[config.mk]
export PLATFORM = sky130hd
export DESIGN_NAME = patch_step_sequencer
export DESIGN_NICKNAME = d
export VERILOG_FILES = /design/src/rtl/patch_step_sequencer.sv
export SDC_FILE = /design/constraint.sdc
export NUM_CORES = 1
export LEC_CHECK = 0
export ABC_CLOCK_PERIOD_IN_PS = 5500
export CORE_UTILIZATION = 45
export CTS_CLUSTER_SIZE = 40
export DETAILED_ROUTE_END_ITERATION = 6
export GPL_ROUTABILITY_DRIVEN = 0
export PLACE_DENSITY = 0.63
export SLEW_MARGIN = 20
export SYNTH_ARGS = -nofsm -noshare
export SYNTH_HDL_FRONTEND = slang
export SYNTH_SLANG_ARGS = --single-unit
[constraint.sdc]
create_clock -name clock -period 5.5 [get_ports clock]
set_input_delay 1.65 -clock clock [delete_from_list [all_inputs] [get_ports clock]]
set_output_delay 1.65 -clock clock [all_outputs]
set_load 0.05 [all_outputs]
[src/rtl/patch_step_sequencer.sv]
// Step sequencer for the tiled drum-mesh solver: holds the patch array in init,
// strobes time steps, captures the middle node and updates the nonlinear tension rho.
module patch_step_sequencer #(
    parameter int          INIT_CYCLES   = 4,
    parameter int          SETTLE_CYCLES = 3,
    parameter int          RHO_SHIFT     = 4,
    parameter logic [17:0] RHO_MAX       = 18'h0FFFF
) (
    input  logic        clock,
    input  logic        reset,
    input  logic        start,
    input  logic        stop,
    input  logic [15:0] num_steps,
    input  logic [17:0] rho_base,
    input  logic [17:0] mid_node_in,
    input  logic        sample_ready,
    output logic        array_reset,
    output logic        array_enable,
    output logic [17:0] rho_out,
    output logic [17:0] sample_out,
    output logic        sample_valid,
    output logic [15:0] step_count,
    output logic        busy,
    output logic        done
);

    // state    | meaning
    // IDLE     | array held in reset, waiting for start
    // INIT     | array reset held for INIT_CYCLES
    // STEP     | one-cycle array_enable strobe
    // SETTLE   | wait SETTLE_CYCLES for the mesh to settle
    // CAPTURE  | sample middle node, update rho
    // WAIT_ACK | hold sample until downstream accepts
    // DONE     | one-cycle done pulse, array back in reset
    typedef enum logic [2:0] {
        IDLE, INIT, STEP, SETTLE, CAPTURE, WAIT_ACK, DONE
    } state_t;

    localparam logic [7:0] INIT_LOAD   = 8'(INIT_CYCLES - 1);
    localparam logic [7:0] SETTLE_LOAD = 8'(SETTLE_CYCLES - 1);

    state_t      state, state_nx;
    logic [7:0]  timer;
    logic [15:0] num_q;
    logic [17:0] base_q;
    logic        stop_pending;
    logic        stop_eff;
    logic [15:0] count_inc;
    logic        reset_d, enable_d, busy_d, done_d;

    logic signed [17:0] mid_s;
    logic signed [35:0] prod;
    logic        [18:0] sq;
    logic        [18:0] sq_shift;
    logic signed [19:0] sum;
    logic        [17:0] rho_nx;
    logic               unused_bits;

    assign stop_eff  = stop_pending | stop;
    assign count_inc = step_count + 16'd1;

    // Square is non-negative, so bits [35:17] are the unsigned 19-bit result.
    assign mid_s       = mid_node_in;
    assign prod        = mid_s * mid_s;
    assign sq          = prod[35:17];
    assign sq_shift    = sq >> RHO_SHIFT;
    assign sum         = {{2{base_q[17]}}, base_q} + {1'b0, sq_shift};
    assign rho_nx      = (sum > $signed({2'b00, RHO_MAX})) ? RHO_MAX : sum[17:0];
    assign unused_bits = ^{prod[16:0], sum[19:18]};

    always_ff @(posedge clock or posedge reset) begin
        if (reset) state <= IDLE;
        else       state <= state_nx;
    end

    always_comb begin
        state_nx = state;
        case (state)
            IDLE:     if (start) state_nx = INIT;
            INIT:     if (timer == 8'd0) state_nx = stop_eff ? DONE : STEP;
            STEP:     state_nx = SETTLE;
            SETTLE:   if (timer == 8'd0) state_nx = CAPTURE;
            CAPTURE:  state_nx = WAIT_ACK;
            WAIT_ACK: if (sample_ready)
                          state_nx = (((num_q != 16'd0) && (count_inc == num_q)) || stop_eff)
                                     ? DONE : STEP;
            DONE:     state_nx = IDLE;
            default:  state_nx = IDLE;
        endcase
    end

    // Control outputs are decoded from the next state so they register in step with it.
    always_comb begin
        reset_d  = (state_nx == IDLE) || (state_nx == INIT) || (state_nx == DONE);
        enable_d = (state_nx == STEP);
        busy_d   = (state_nx != IDLE);
        done_d   = (state_nx == DONE);
    end

    always_ff @(posedge clock or posedge reset) begin
        if (reset) begin
            array_reset  <= 1'b1;
            array_enable <= 1'b0;
            busy         <= 1'b0;
            done         <= 1'b0;
            rho_out      <= '0;
            sample_out   <= '0;
            sample_valid <= 1'b0;
            step_count   <= '0;
            timer        <= '0;
            num_q        <= '0;
            base_q       <= '0;
            stop_pending <= 1'b0;
        end else begin
            array_reset  <= reset_d;
            array_enable <= enable_d;
            busy         <= busy_d;
            done         <= done_d;

            if (((state == INIT) || (state == SETTLE)) && (timer != 8'd0))
                timer <= timer - 8'd1;
            if ((state != IDLE) && stop)
                stop_pending <= 1'b1;

            case (state)
                IDLE: if (start) begin
                    num_q        <= num_steps;
                    base_q       <= rho_base;
                    rho_out      <= rho_base;
                    step_count   <= '0;
                    stop_pending <= stop;
                    timer        <= INIT_LOAD;
                end
                STEP: timer <= SETTLE_LOAD;
                CAPTURE: begin
                    sample_out   <= mid_node_in;
                    sample_valid <= 1'b1;
                    rho_out      <= rho_nx;
                end
                WAIT_ACK: if (sample_ready) begin
                    sample_valid <= 1'b0;
                    step_count   <= count_inc;
                end
                default: ;
            endcase
        end
    end

endmodule

Word level (Yosys, flattened, before mapping)
Index checks and enable logic that the tools add are counted.
{ "classes": {"n_eq_ne": 11, "mul": 1, "bitwise_logic": 1, "n_mux": 21, "n_addsub": 3, "reduce_logical": 21, "n_lt_le_gt_ge": 1} }
{ "ops": {"columns": ["operator", "count"], "rows": [
  ["multiplier 18 x 18 -> 36 bit", 1],
  ["two-way mux 18 bit", 2],
  ["case mux 18 bit (2 select lines)", 1],
  ["two-way mux 16 bit", 2],
  ["case mux 16 bit (2 select lines)", 1],
  ["adder 18 x 16 -> 19 bit", 1],
  ["greater-than comparator 19 x 17 -> 1 bit, second input constant", 1],
  ["two-way mux 3 bit", 6],
  ["case mux 3 bit (6 select lines)", 1],
  ["adder 16 x 1 -> 16 bit, second input constant", 1],
  ["equality test 16 bit", 1],
  ["two-way mux 8 bit", 2],
  ["case mux 8 bit (2 select lines)", 1],
  ["nonzero test 16 bit", 1],
  ["equality test 3 x 2 -> 1 bit, second input constant", 3],
  ["equality test 3 bit, second input constant", 3],
  ["logical NOT 8 bit", 1],
  ["nonzero test 8 bit", 1],
  ["subtractor 8 x 1 -> 8 bit, second input constant", 1],
  ["equality test 3 x 1 -> 1 bit, second input constant", 2],
  ["logical NOT 3 bit", 2],
  ["AND reduction 2 bit", 3],
  ["nonzero test 2 bit", 3],
  ["nonzero test 3 bit", 2],
  ["7 further kinds", 16]
]} }
{ "word_totals": {"inputBits": 57, "word_cells": 72, "ff_bits": 103} }

Longest topological paths before layout
{ "logic_depth": {"depth_word": 10, "mapped_depth": 36} }

Least setup slack after synthesis
OpenSTA, ideal clock, no wires.
{ "synth_path": {"kind": "input -> register", "startpoint": "input mid_node_in[3]", "endpoint": "register rho_out[10]", "arrival_ns": 9.383, "setup_ns": 0.076, "t_required_ns": 5.424, "setup_slack_ns": -3.960, "cell_stages": 33, "cell_sequence": "clkbuf_1 > clkbuf_1 > nand2_1 > fa_1 > fa_1 > fa_1 > inv_1 > ha_1 > fa_1 > inv_1 > fa_1 > inv_1 > ha_1 > a2111oi_0 > o21ai_1 > a22o_1 > o31a_1 > o21ai_0 > nand2b_1 > a21oi_1 > o21bai_1 > xor2_1 > ha_1 > a21o_1 > a2111o_1 > a21oi_1 > o21ai_0 > a21oi_1 > and2_1 > o22a_1 > clkbuf_1 > nor2_1 > o21ai_1"} }
{ "synth_between": {"elab_chain_len": 5} }
{ "synth_lines": {"columns": ["item", "line_no", "rtl"], "rows": [
  ["start: declaration", "15", "input logic [17:0] mid_node_in,"],
  ["multiplier 18 x 18 -> 36 bit (*)", "64", "assign prod = mid_s * mid_s;"],
  ["adder 18 x 16 -> 19 bit (*)", "67", "assign sum = {{2{base_q[17]}}, base_q} + {1'b0, sq_shift};"],
  ["greater-than comparator 19 x 17 -> 1 bit", "68", "assign rho_nx = (sum > $signed({2'b00, RHO_MAX})) ? RHO_MAX : sum[17:0];"],
  ["two-way mux 18 bit (*)", "68", null],
  ["case mux 18 bit (2 select lines) (*)", "125", "case (state)"],
  ["end signal: assignment", "129", "rho_out <= rho_base;"],
  ["end signal: assignment", "138", "rho_out <= rho_nx;"],
  ["end: declaration", "19", "output logic [17:0] rho_out,"]
]} }
Mark *: on every way between the ends. The rest lies on a longest branch, timed or not.
A chain may end at the register's enable or synchronous reset.

Final worst setup path
{ "layout_path": {"startpoint": "input mid_node_in[4]", "endpoint": "register rho_out[5]"} }
The elaborated chain is that of the path after synthesis.

==> summary.txt <==
Route
  – DRC Markers: 0
  – Via/cell ratio: approximately 5.0
  – DR pass1 iterations: 5
  – Wire length reported by the detailed router: roughly 44,000 um
  – Via count of the routed design: 13,020
  – Post-route antenna net violation count: 0
  – Initial drt markers: approximately 610
  – Average wire per cell in the routed design: approximately 17 um

Synth
  – Number of synthesized register bits: between 100 and 150
  – Total standard cell area after synthesis: between 15,000 and 20,000 sq um
  – Primary flip-flop cell chosen by synthesis mapping: sky130_fd_sc_hd__dfrtp_1
  – Sequential fraction of the synthesis area: 0.1604
  – Syn nets: about 2,300
  – Number of instances in the synthesized netlist: about 1,800
  – Distinct cells, synth: 66
  – Synthesis Warnings: 0
  – Post-synthesis area per instance: 9.001 sq um
  – Fraction of registers with async set/reset: 1.000
  – Count of flip-flops with a built-in enable after synthesis: 0

Worst setup path
  – Biggest cell delay along the critical path: just over 0.5 ns
  – Crit Path Category: primary input to flop
  – FF-to-FF End: array_enable
  – CP bufs+invs: 10
  – Worst reg2reg startpoint: step_count[0]
  – Critical Path Most Common Cell: sky130_fd_sc_hd__fa_1
  – Cell family contributing the most delay on the critical path: adder cells
  – Data arrival time of the critical path: 9.13 ns
  – Required time of the critical path: approximately 5.7 ns
  – Worst-path maximum fanout: 8
  – Type of origin of the critical path: primary input
  – Category of the worst setup path capture point: flop
  – R2r setup slk: 2.04 ns
  – Cell with the largest stage delay on the worst path: sky130_fd_sc_hd__fa_1
  – Number of cell instances on the worst register-to-register path: 10

Global route
  – Global-route met1 utilization: 0.3210
  – Vias in the first global route: 14,150
  – Antenna violations before repair: 0
  – Overflow after GRT: 0
  – Wire length of the first global-routing pass: a little over 70,000 um
  – Maximum number of pins on one net before global-route repair: 46
  – Most Used Layer, Global Route: met2
  – Overall Global Routing Usage: 0.2555
  – Met3 usage: 0.02974
  – M2 GR Usage: 0.4528

Worst hold path
  – Worst hold stages: 2
  – Hold Path Sink: sample_out[11]
  – Startpoint of the worst hold path: sample_out[11]
  – Hold WC Path Type: flop to flop

Cells and area
  – Area growth from synthesis to layout: 32.49%
  – Post-Route Utilization: 0.6105
  – Area of the multi-input gates: 12,550 sq um
  – Fraction of layout cells with a size suffix above 1: 0.2324
  – Total area of sequential cells: 2579 sq um
  – Diode count: 0
  – Fill cell instance count of the final layout: 2,956
  – Number of cells in the finished layout apart from fillers: between 2,000 and 3,000
  – Total Nets Final: approximately 2,600
  – Commonest non-fill, non-tap cell in the layout: sky130_fd_sc_hd__inv_1
  – Commonest cells after routing, fill and taps aside: sky130_fd_sc_hd__inv_1 (380), sky130_fd_sc_hd__fa_1 (282), sky130_fd_sc_hd__nand2_1 (259)

Flow run
  – Max-cap violation count: 0

Clock tree
  – TritonCTS clock tree: done
  – Clk slew on worst S/H paths: ~0.070 ns
  – Cell chosen for the clock root: sky130_fd_sc_hd__clkbuf_16
  – Number of sinks on the clock net: 103
  – Number of buffers created by CTS: 9
  – Hold-fix buffers, CTS: 0
  – CTS H-Tree Depth: 3
  – Clk_lat worst skew: 0.36 ns
  – Maximum count of clock buffers along a single path: 2

STA
  – Final max-slew violation count: 0
  – Worst hold slack across all endpoints: approximately 0.48 ns
  – Share of the clock period used by the worst path after layout: 1.616
  – Post-route minimum period: slightly below 9 ns
  – Worst slew slack as a fraction of its limit: 0.3195
  – Final sum of negative setup slack: -59.87 ns
  – Number of setup violations in the final report: 18
  – Slack of the critical path: -3.391 ns
  – Actual transition at the worst max-transition pin: about 1 ns
  – RSZ-0062 raised after global routing: yes
  – Max frequency: 112.5 MHz
  – Final clock skew: roughly 0.017 ns
  – Final Hold Vio Count: 0

Placed design
  – Post-DP HPWL: roughly 35,000 um
  – Number of placed instances with taps included: 2,513
  – IO Port Bufs: roughly 110

Floorplanning
  – FP Rows: 68
  – Initial cell density of the core: 0.4608
  – Die area: ~36,000 sq um
  – I/O pin count: 114
  – Horizontal extent of the die: 191.0 um
  – Floorplan Core Area: 34,880 sq um
  – Vertical extent of the die: between 150 and 200 um

Status
  – Failing checks: setup timing
  – Run status: complete, but fails checks
## worst min-delay path, stage by stage (launching register included)
cell and delay (ns):
sky130_fd_sc_hd__dfrtp_1 0.34, sky130_fd_sc_hd__nand2_1 0.05, sky130_fd_sc_hd__nand2_1 0.06
## cell usage after synthesis, types with 4 or more instances
master / count / share of area
sky130_fd_sc_hd__a21o_1: 11 / 0.0051
sky130_fd_sc_hd__a21oi_1: 63 / 0.020
sky130_fd_sc_hd__a31oi_1: 4 / 0.0016
sky130_fd_sc_hd__and2_1: 41 / 0.016
sky130_fd_sc_hd__and3_1: 8 / 0.0031
sky130_fd_sc_hd__clkbuf_1: 59 / 0.014
sky130_fd_sc_hd__dfrtp_1: 102 / 0.16
sky130_fd_sc_hd__fa_1: 299 / 0.37
sky130_fd_sc_hd__ha_1: 123 / 0.096
sky130_fd_sc_hd__inv_1: 410 / 0.096
sky130_fd_sc_hd__mux2i_1: 4 / 0.0025
sky130_fd_sc_hd__nand2_1: 296 / 0.069
sky130_fd_sc_hd__nand2b_1: 14 / 0.0054
sky130_fd_sc_hd__nand3_1: 16 / 0.0050
sky130_fd_sc_hd__nand4_1: 6 / 0.0023
sky130_fd_sc_hd__nor2_1: 85 / 0.020
sky130_fd_sc_hd__nor2b_1: 9 / 0.0035
sky130_fd_sc_hd__nor3_1: 7 / 0.0022
sky130_fd_sc_hd__nor4_1: 7 / 0.0027
sky130_fd_sc_hd__o21a_1: 7 / 0.0033
sky130_fd_sc_hd__o21ai_0: 61 / 0.019
sky130_fd_sc_hd__o21ai_1: 12 / 0.0037
sky130_fd_sc_hd__o21bai_1: 4 / 0.0019
sky130_fd_sc_hd__o31ai_1: 4 / 0.0019
sky130_fd_sc_hd__or3_1: 4 / 0.0016
sky130_fd_sc_hd__xnor2_1: 50 / 0.027
sky130_fd_sc_hd__xor2_1: 20 / 0.011
## layout make-up
cell class	count	share of cell area
timing repair buffer	388	0.1747
sequential	103	0.1211
multi-input combinational	1212	0.5892
inverter	411	0.07302
clock inverter	7	0.004641
tap	455	0.02673
clock buffer	9	0.01057
## cell families after synthesis
| kind of cell | Yosys count | share of synthesized area |
|---|---|---|
| AO/OA/AOI/OAI | 204 | 0.07737 |
| AND/OR/NAND/NOR | 509 | 0.1407 |
| XOR/XNOR | 71 | 0.03954 |
| flip-flops | 103 | 0.1604 |
| multiplexers | 6 | 0.003892 |
| adder cells (fa/ha/maj) | 422 | 0.4681 |
| buffers and inverters | 471 | 0.1100 |
## metrics by stage
stage	setup WS, ns	area (sq um)
after global routing	-3.660	21300
after floorplan	-3.175	16630
after global placement	-3.999	19680
final	-3.391	21300
after detailed placement	-4.159	19680
after CTS	-3.419	20900
## worst max-delay path by stage
stage	from	endpoint	slack (ns)	cells after the start
final	mid_node_in[4]	rho_out[5]	-3.39	34
after global routing	mid_node_in[0]	rho_out[5]	-3.66	34
after CTS	mid_node_in[3]	rho_out[5]	-3.42	35
after detailed placement	mid_node_in[5]	rho_out[5]	-4.16	31
after global placement	mid_node_in[3]	rho_out[5]	-4.00	32
after floorplan	mid_node_in[1]	rho_out[1]	-3.18	32
## what timing repair did
item,4_1_cts,5_1_grt
setup endpoints to repair,18,18
gates resized for setup,163,91
gates cloned,10,0
pin swaps,60,54
buffers inserted,36,14
## state kept, by name (all words and copies together), names as in the netlist
signal        cells
num_q            16
array_enable      1
sample_valid      1
done              1
array_reset       1
sample_out       18
state             3
busy              1
rho_out          18
base_q           18
stop_pending      1
step_count       16
timer             8
## per-layer routing
layer,wire length [um],vias to the layer above
met3,1744,86
met4,1562,0
li1,-,6080
met1,18110,6566
met2,22800,285
met5,0,-
Power is not shown: default switching activity piles up to over one toggle a cycle in this logic, so the estimate is an artifact.
==> edit: new RTL, same flow settings <==
Encoding of `state_t`: now one-hot (7 bits for 7 states).
--- a/src/rtl/patch_step_sequencer.sv
+++ b/src/rtl/patch_step_sequencer.sv
@@ -32,8 +32,8 @@
     // CAPTURE  | sample middle node, update rho
     // WAIT_ACK | hold sample until downstream accepts
     // DONE     | one-cycle done pulse, array back in reset
-    typedef enum logic [2:0] {
-        IDLE, INIT, STEP, SETTLE, CAPTURE, WAIT_ACK, DONE
+    typedef enum logic [6:0] {
+        IDLE = 7'b0000001, INIT = 7'b0000010, STEP = 7'b0000100, SETTLE = 7'b0001000, CAPTURE = 7'b0010000, WAIT_ACK = 7'b0100000, DONE = 7'b1000000
     } state_t;
 
     localparam logic [7:0] INIT_LOAD   = 8'(INIT_CYCLES - 1);
Function: no difference found for any inputs over 10 cycles, from zero or initial values and one cycle with reset high; not proved beyond that.
==> edit against the original RTL <==
The flow still finishes with violations (negative setup slack). Register-to-register slack improved by 0.54 ns. Routed wire length down 1.5%. Sequential cell count is 4 higher. Area after synthesis grew 0.64%. Setup slack gained 0.13 ns. Cell area up 1.8%. Utilization up 0.069 points. Critical path type unchanged. Critical endpoint is now rho_out[9]$_DFFE_PP0P_.
Power is left out: the tool's default activity adds up to more than one toggle a clock period on the data nets, which glitch-free logic cannot reach.
==> edit: results <==
export IMPL_outcome="finished, violations left"
export IMPL_violations="negative setup slack"
export IMPL_clkCellAreaFrac=0.0141
export IMPL_placed_area_um2=19900
export IMPL_place_inst=2511
export IMPL_drt_wl_total_um=43500
export IMPL_via_count=13100
export IMPL_drt_iter0_drc=663
export IMPL_pre_cts_slack_ns=-4.23
export IMPL_nNetsFinal=2615
export IMPL_setup_slack_ns=-3.26
export IMPL_grt_total_usage=0.251
export IMPL_setup_viol=18
export IMPL_clock_buffers=10
export IMPL_syn_area_um2=16200
export IMPL_synthCells=1770
export IMPL_min_from="sample_out[4]$_DFFE_PP0P_"
export IMPL_ys_types=71
export IMPL_cts_repair_resized=238
export IMPL_worst_ep_arrival_time_ns=9.00
export IMPL_synth_xor_area_share=0.0411
export IMPL_dp_hpwl_um=33800
export IMPL_holdWs_ns=0.488
export IMPL_tns_ns=-58.05
export IMPL_reg2reg_depth=8
export IMPL_seq_area_um2=2680
export IMPL_synthMuxAreaShare=0.00193
export IMPL_hold_end="sample_out[4]$_DFFE_PP0P_"
==> edit: cell types whose count changed in the layout (fill, tap and decap cells not counted), moves of 8 or more <==
| cell | unedited run | this run |
|---|---|---|
| buf_4 | 230 | 260 |
| nor2_1 | 71 | 51 |
| nand2_1 | 259 | 243 |
| inv_2 | 26 | 39 |
| a21oi_1 | 45 | 33 |
| o21ai_1 | 18 | 6 |
| ha_1 | 103 | 92 |
| xor2_1 | 19 | 30 |
| buf_6 | 24 | 32 |
| nor3_1 | 6 | 14 |
==> edit: logic make-up after synthesis <==
group                      count (synthesis)
buffers and inverters                    483
and+or+nand+nor                          484
adders and majority gates                417
DFF                                      107
AOI/OAI and AO/OA                        200
xor gates and xnor gates                  76
muxes                                      3
==> edit: how the worst max path moves through the flow <==
| stage | depth (start not counted) | endpoint | start |
|---|---|---|---|
| 2_1_floorplan | 33 | rho_out[10]$_DFFE_PP0P_ | mid_node_in[7] |
| 3_3_place_gp | 34 | rho_out[2]$_DFFE_PP0P_ | mid_node_in[8] |
| 3_5_place_dp | 34 | rho_out[1]$_DFFE_PP0P_ | mid_node_in[4] |
| 4_1_cts | 34 | rho_out[5]$_DFFE_PP0P_ | mid_node_in[11] |
| 5_1_grt | 34 | rho_out[13]$_DFFE_PP0P_ | mid_node_in[5] |
| 6_report | 33 | rho_out[9]$_DFFE_PP0P_ | mid_node_in[8] |
==> edit: routing by layer <==
metal,GRT usage,share of wire,vias up
li1,-,-,6127
met1,0.331,0.42,6626
met2,0.441,0.51,303
met3,0.0236,0.034,77
met4,0.0696,0.027,0
met5,0,0,-
==> edit: tightest hold or removal path, cell delays in order (launching register included) <==
cell and delay [ns]:
dfrtp_1 0.35, nand2_1 0.04, o21ai_0 0.06
